<file path="src/rtl/axum_ctx_copier_if.sv">
// Register-file map window bus: one request per cycle, responder always accepts,
// response (rvalid/rdata/err) arrives some cycles later.
interface axum_ctx_copier_if #(
  parameter int AddressWidth = 32,
  parameter int DataWidth    = 32
);
  logic                     req;
  logic [AddressWidth-1:0]  addr;
  logic                     we;
  logic [DataWidth/8-1:0]   be;
  logic [DataWidth-1:0]     wdata;
  logic                     rvalid;
  logic [DataWidth-1:0]     rdata;
  logic                     err;

  modport master (
    output req, addr, we, be, wdata,
    input  rvalid, rdata, err
  );

  modport slave (
    input  req, addr, we, be, wdata,
    output rvalid, rdata, err
  );
endinterface

</file>
<file path="src/rtl/axum_ctx_copier.sv">
// Copies x1..x31 of one register-file context to another over the map window,
// one access outstanding at a time, reporting ok / bus error / timeout / abort.
module axum_ctx_copier #(
  parameter int                      AddressWidth  = 32,
  parameter int                      DataWidth     = 32,
  parameter logic [AddressWidth-1:0] BaseAddr      = {AddressWidth{1'b0}},
  parameter int                      TimeoutCycles = 16,
  parameter int                      NrCtx         = 4
) (
  input  logic                       clk_i,
  input  logic                       rst_i,
  input  logic                       start_i,
  input  logic                       abort_i,
  input  logic [$clog2(NrCtx)-1:0]   src_ctx_i,
  input  logic [$clog2(NrCtx)-1:0]   dst_ctx_i,
  output logic                       busy_o,
  output logic                       done_o,
  output logic [1:0]                 status_o,
  axum_ctx_copier_if.master          map
);

  localparam int CtxW = $clog2(NrCtx);
  localparam int CntW = $clog2(TimeoutCycles + 1);

  typedef enum logic [2:0] {IDLE, RD_REQ, RD_WAIT, WR_REQ, WR_WAIT, FIN} state_t;

  state_t                    state_r, state_n;
  logic [4:0]                idx_r, idx_n;
  logic [CtxW-1:0]           src_r, src_n, dst_r, dst_n;
  logic [CntW-1:0]           cnt_r, cnt_n;
  logic                      abort_r, abort_n, abort_s;
  logic [1:0]                status_r, status_n;
  logic [DataWidth-1:0]      data_r, data_n;
  logic                      req_r, req_n, we_r, we_n, busy_r, busy_n, done_r, done_n;
  logic [DataWidth/8-1:0]    be_r, be_n;
  logic [AddressWidth-1:0]   addr_r, addr_n;
  logic                      timeout_s;

  // Register-file window layout: context in bits [8:7], register in bits [6:2].
  function automatic logic [AddressWidth-1:0] addr_of(input logic [CtxW-1:0] ctx,
                                                      input logic [4:0] idx);
    return BaseAddr | AddressWidth'({ctx, idx, 2'b00});
  endfunction

  assign abort_s   = abort_r | abort_i;
  assign timeout_s = (cnt_r == CntW'(TimeoutCycles - 1));

  // Next-state and next-output logic; outputs are registered from these values.
  always_comb begin
    state_n  = state_r;
    idx_n    = idx_r;
    src_n    = src_r;
    dst_n    = dst_r;
    cnt_n    = cnt_r;
    abort_n  = abort_s;
    status_n = status_r;
    data_n   = data_r;
    case (state_r)
      IDLE: begin
        abort_n = 1'b0;
        if (start_i) begin
          if (src_ctx_i == dst_ctx_i) begin
            status_n = 2'd3;
            state_n  = FIN;
          end else begin
            src_n    = src_ctx_i;
            dst_n    = dst_ctx_i;
            idx_n    = 5'd1;
            status_n = 2'd0;
            state_n  = RD_REQ;
          end
        end else begin
          state_n = IDLE;
        end
      end
      RD_REQ: begin
        cnt_n   = {CntW{1'b0}};
        state_n = RD_WAIT;
      end
      RD_WAIT: begin
        if (map.rvalid) begin
          if (map.err) begin
            status_n = 2'd1;
            state_n  = FIN;
          end else begin
            data_n = map.rdata;
            if (abort_s) begin
              status_n = 2'd3;
              state_n  = FIN;
            end else begin
              state_n = WR_REQ;
            end
          end
        end else if (timeout_s) begin
          status_n = 2'd2;
          state_n  = FIN;
        end else begin
          cnt_n = cnt_r + CntW'(1);
        end
      end
      WR_REQ: begin
        cnt_n   = {CntW{1'b0}};
        state_n = WR_WAIT;
      end
      WR_WAIT: begin
        if (map.rvalid) begin
          if (map.err) begin
            status_n = 2'd1;
            state_n  = FIN;
          end else if (idx_r == 5'd31) begin
            status_n = 2'd0;
            state_n  = FIN;
          end else if (abort_s) begin
            status_n = 2'd3;
            state_n  = FIN;
          end else begin
            idx_n   = idx_r + 5'd1;
            state_n = RD_REQ;
          end
        end else if (timeout_s) begin
          status_n = 2'd2;
          state_n  = FIN;
        end else begin
          cnt_n = cnt_r + CntW'(1);
        end
      end
      FIN: begin
        state_n = IDLE;
      end
      default: begin
        state_n = IDLE;
      end
    endcase

    req_n  = (state_n == RD_REQ) || (state_n == WR_REQ);
    we_n   = (state_n == WR_REQ);
    be_n   = {(DataWidth/8){we_n}};
    busy_n = (state_n != IDLE);
    done_n = (state_n == FIN);
    if (state_n == RD_REQ) begin
      addr_n = addr_of(src_n, idx_n);
    end else if (state_n == WR_REQ) begin
      addr_n = addr_of(dst_n, idx_n);
    end else begin
      addr_n = {AddressWidth{1'b0}};
    end
  end

  // State, datapath and registered outputs.
  always_ff @(posedge clk_i or posedge rst_i) begin
    if (rst_i) begin
      state_r  <= IDLE;
      idx_r    <= 5'd1;
      src_r    <= {CtxW{1'b0}};
      dst_r    <= {CtxW{1'b0}};
      cnt_r    <= {CntW{1'b0}};
      abort_r  <= 1'b0;
      status_r <= 2'd0;
      data_r   <= {DataWidth{1'b0}};
      req_r    <= 1'b0;
      we_r     <= 1'b0;
      be_r     <= {(DataWidth/8){1'b0}};
      addr_r   <= {AddressWidth{1'b0}};
      busy_r   <= 1'b0;
      done_r   <= 1'b0;
    end else begin
      state_r  <= state_n;
      idx_r    <= idx_n;
      src_r    <= src_n;
      dst_r    <= dst_n;
      cnt_r    <= cnt_n;
      abort_r  <= abort_n;
      status_r <= status_n;
      data_r   <= data_n;
      req_r    <= req_n;
      we_r     <= we_n;
      be_r     <= be_n;
      addr_r   <= addr_n;
      busy_r   <= busy_n;
      done_r   <= done_n;
    end
  end

  assign busy_o    = busy_r;
  assign done_o    = done_r;
  assign status_o  = status_r;
  assign map.req   = req_r;
  assign map.we    = we_r;
  assign map.be    = be_r;
  assign map.addr  = addr_r;
  assign map.wdata = data_r;

endmodule

</file>
<file path="src/flat_wrapper.sv">
// flat-port wrapper written by rule: the top's interface ports become plain ports
module axum_ctx_copier_flat 
#(
  parameter int                      AddressWidth  = 32,
  parameter int                      DataWidth     = 32,
  parameter logic [AddressWidth-1:0] BaseAddr      = {AddressWidth{1'b0}},
  parameter int                      TimeoutCycles = 16,
  parameter int                      NrCtx         = 4
)
  (clk_i, rst_i, start_i, abort_i, src_ctx_i, dst_ctx_i, busy_o, done_o, status_o, map_req, map_addr, map_we, map_be, map_wdata, map_rvalid, map_rdata, map_err);
  axum_ctx_copier_if #(.AddressWidth(AddressWidth), .DataWidth(DataWidth)) map_i ();
  input  logic clk_i;
  input  logic rst_i;
  input  logic start_i;
  input  logic abort_i;
  input  logic [$clog2(NrCtx)-1:0] src_ctx_i;
  input  logic [$clog2(NrCtx)-1:0] dst_ctx_i;
  output logic busy_o;
  output logic done_o;
  output logic [1:0] status_o;
  output wire logic [$bits(map_i.req)-1:0] map_req;
  output wire logic [$bits(map_i.addr)-1:0] map_addr;
  output wire logic [$bits(map_i.we)-1:0] map_we;
  output wire logic [$bits(map_i.be)-1:0] map_be;
  output wire logic [$bits(map_i.wdata)-1:0] map_wdata;
  input wire logic [$bits(map_i.rvalid)-1:0] map_rvalid;
  input wire logic [$bits(map_i.rdata)-1:0] map_rdata;
  input wire logic [$bits(map_i.err)-1:0] map_err;
  assign map_req = map_i.req;
  assign map_addr = map_i.addr;
  assign map_we = map_i.we;
  assign map_be = map_i.be;
  assign map_wdata = map_i.wdata;
  assign map_i.rvalid = map_rvalid;
  assign map_i.rdata = map_rdata;
  assign map_i.err = map_err;
  axum_ctx_copier #(.AddressWidth(AddressWidth), .DataWidth(DataWidth), .BaseAddr(BaseAddr), .TimeoutCycles(TimeoutCycles), .NrCtx(NrCtx)) u_core (.clk_i(clk_i), .rst_i(rst_i), .start_i(start_i), .abort_i(abort_i), .src_ctx_i(src_ctx_i), .dst_ctx_i(dst_ctx_i), .busy_o(busy_o), .done_o(done_o), .status_o(status_o), .map(map_i));
endmodule
</file>
<file path="config.mk">
export PLATFORM = sky130hd
export DESIGN_NAME = axum_ctx_copier_flat
export DESIGN_NICKNAME = d
export VERILOG_FILES = /design/src/rtl/axum_ctx_copier_if.sv /design/src/rtl/axum_ctx_copier.sv /design/src/flat_wrapper.sv
export SDC_FILE = /design/constraint.sdc
export NUM_CORES = 1
export LEC_CHECK = 0
export ABC_CLOCK_PERIOD_IN_PS = 3000
export CAP_MARGIN = 0
export CORE_MARGIN = 10
export CORE_UTILIZATION = 44
export DETAILED_ROUTE_END_ITERATION = 8
export GPL_ROUTABILITY_DRIVEN = 0
export PLACE_DENSITY = 0.82
export SLEW_MARGIN = 20
export SYNTH_ARGS = -nofsm -noshare
export SYNTH_HDL_FRONTEND = slang
export SYNTH_SLANG_ARGS = --single-unit
</file>
<file path="constraint.sdc">
create_clock -name clk_i -period 3 [get_ports clk_i]
set_clock_uncertainty 0.1 [all_clocks]
set_input_delay 0.6 -clock clk_i [delete_from_list [all_inputs] [get_ports clk_i]]
set_output_delay 0.6 -clock clk_i [all_outputs]
set_load 0.1 [all_outputs]
</file>
==> impl_metrics.tcl <==
set metrics [dict create \
    drv_slew 0 \
    min_path_type "reg2reg" \
    final_hold_viol_count 0 \
    layout_worst_path_cycle_share 0.805 \
    clock-sinks 63 \
    whs_path_depth 1 \
    r2r_slack_ns 0.58 \
    post_cts.repair.setup_buffers 0 \
    cts_buffer_depth 2 \
    grt_pass1_wl_mm 11.2 \
    post-dp-hpwl_mm 5.45 \
    cp.arrival_ns 2.57 \
    firstDrtPassIters 4 \
    worstReg2RegEnd "u_core.cnt_r[3]" \
    critPathLaunchType "flip-flop" \
    wirelength_mm 7.20 \
    ys_warn_count 0 \
    whs_ns 0.395 \
    fmax_ghz 0.414 \
    syn_area_um2 3030 \
    antenna_left 0 \
    setup_ws_ns 0.584 \
    rows 30 \
    cts_hold_buf 0 \
    drv_cap 0 \
    rsz0062_at_grt "no" \
    die-width_um 103 \
    diodes 0 \
    grt_max_degree 64 \
    io_pins 116 \
    crit_start "u_core.cnt_r[0]" \
    wl_per_cell_um 16.5 \
    clkTransAtPathRegs_ns 0.07 \
    drc 0 \
    reg2reg_depth 7 \
    cts_tree "yes" \
    criticalPathCategory "reg2reg" \
    hold_path_end "u_core.src_r[0]" \
    regToRegStartpoint "u_core.cnt_r[0]" \
    insertion_delay_ns 0.34 \
    final_nets 396 \
    grt_pass1_vias 2314 \
    die_area_um2 10600 \
    synth_edf_count 0 \
    core_um2 6760 \
    grtUsageTotal 0.135 \
    finalCriticalPeriod_ns 2.42 \
    cts_resized 0 \
    ys_ff_latch 63 \
    place_ws_ns 0.334 \
    vias 2207 \
    syn_avg_cell_area_um2 11.6 \
    synth_ff_type "dfrtp_1" \
    htreeDepth 3 \
    drive_gt1_frac 0.318 \
    die_h_um 103 \
    cp_max_fo 7 \
    ys_types 50 \
    drt_iter0_drc 87 \
    area_growth_pct 31.2 \
    cp.required_ns 3.15 \
    grt_antenna_before_repair 0 \
    outcome "complete, no violations" \
    setup_tns_ns 0 \
    tightest_slew_ns 0.691 \
    start_util 0.448 \
    utilization 0.588 \
    synth_cells 261 \
    grt-ovfl-total 0 \
    yosysSeqAreaShare 0.521 \
    io_buffers 90 \
    cts_root_buf "clkbuf_8" \
    min-delay-start "u_core.src_r[0]" \
    vias_per_cell 5.07 \
    endpoint_kind "flip-flop" \
    synth-async-reset-ratio 1.00 \
    cts_buffers 9 \
    setup_viol 0 \
    slew_headroom 0.539 \
]
==> worst max path at each step <==
stage	endpoint	slack [ns]	depth (start not counted)
final	u_core.cnt_r[3]	0.58	7
after global routing	u_core.cnt_r[3]	0.46	7
after CTS	u_core.cnt_r[3]	0.57	7
after detailed placement	u_core.map.addr[5]	0.33	5
after global placement	u_core.busy_o	0.39	5
after floorplan	u_core.abort_r	0.73	1
==> placed cells by master (no fill, tap or decap), types with 2 or more instances in the layout <==
master and instances:
mux2i_1 2, and3_1 3, or3_1 4, buf_12 2
xnor2_1 2, or2_2 2, conb_1 25, a32oi_1 2
clkinvlp_4 2, nor2_1 9, clkdlybuf4s50_1 41, inv_1 6
nand2b_1 4, buf_4 49, nand3b_1 6, clkbuf_8 9
o21ai_0 6, nor3_1 5, clkinv_2 2, a21bo_2 2
nor3b_1 2, o21a_1 2, nand2_1 13, xor2_1 2
dfrtp_1 62, or4b_1 2, and2_1 3, nand3_1 14
ha_1 4, mux2_2 36, a21oi_1 7
==> through the flow <==
| step | area, um2 | cells |
|---|---|---|
| 2_1_floorplan | 3120 | 285 |
| 3_3_place_gp | 3780 | 419 |
| 3_5_place_dp | 3780 | 419 |
| 4_1_cts | 3980 | 435 |
| 5_1_grt | 3980 | 435 |
| 6_report | 3980 | 435 |
==> layout make-up <==
class                      count  area, um2
timing repair buffer          92        818
sequential                    63       1580
multi-input combinational    177       1260
clock buffer                   9        124
inverter                       7       26.3
tap                           80        100
fill                         593       2780
clock inverter                 7       72.6
==> per-layer routing <==
metal  vias up  global-route usage  part of all wire
met5         -                   0                 0
met4         0              0.0406            0.0094
met3         6              0.0697              0.10
met2        82               0.224              0.50
met1      1075               0.147              0.39
li1       1044                   -                 -
==> cells by family (layout without fill, tap and decap cells) <==
| logic type | after synthesis | count (layout) | synth area share |
|---|---|---|---|
| simple gates | 73 | 73 | 0.134 |
| mux | 38 | 38 | 0.140 |
| fa+ha+maj | 4 | 4 | 0.0165 |
| buf+inv | 45 | 115 | 0.0962 |
| xor+xnor | 5 | 5 | 0.0169 |
| compound gates | 32 | 32 | 0.0735 |
| flops | 63 | 63 | 0.521 |
| other cells | 1 | 25 | 0.00124 |
==> critical path, stage by stage (launching register included) <==
cell and delay (ns):
dfrtp_1 0.41, ha_1 0.21, and3_1 0.18, ha_1 0.20, or2_1 0.27, or3_1 0.43
or3_1 0.37, a21boi_1 0.16
==> synth_stat cells (2+ instances only) <==
master    count  area (um2)
a21bo_2       2        20.0
buf_2         5        25.0
nand3b_1      6        45.0
buf_4        29         218
or3_1         4        25.0
inv_1         7        26.3
mux2i_1       2        20.0
ha_1          4        50.1
xnor2_1       2        17.5
dfrtp_1      62        1550
nor3_1        5        25.0
o21ai_0       6        30.0
nor2_1        9        33.8
mux2_2       36         405
and3_1        3        18.8
a21oi_1       7        35.0
and2_1        3        18.8
clkbuf_1      3        11.3
or2_2         2        12.5
nand3_1      14        70.1
nand2_1      13        48.8
nor3b_1       2        15.0
nand2b_1      4        25.0
xor2_1        2        17.5
or4b_1        2        20.0
a32oi_1       2        17.5
o21a_1        2        15.0
==> state kept, by name, indices dropped and copies added (netlist names) <==
register	cells
u_core.dst_r	2
u_core.idx_r	5
u_core.map.wdata	32
u_core.map.req	1
u_core.map.addr	7
u_core.src_r	2
u_core.status_o	2
u_core.done_o	1
u_core.abort_r	1
u_core.cnt_r	5
u_core.busy_o	1
u_core.map.we	1
u_core.state_r	3
Power is not shown: default switching activity piles up to over one toggle a cycle in this logic, so the estimate is an artifact.
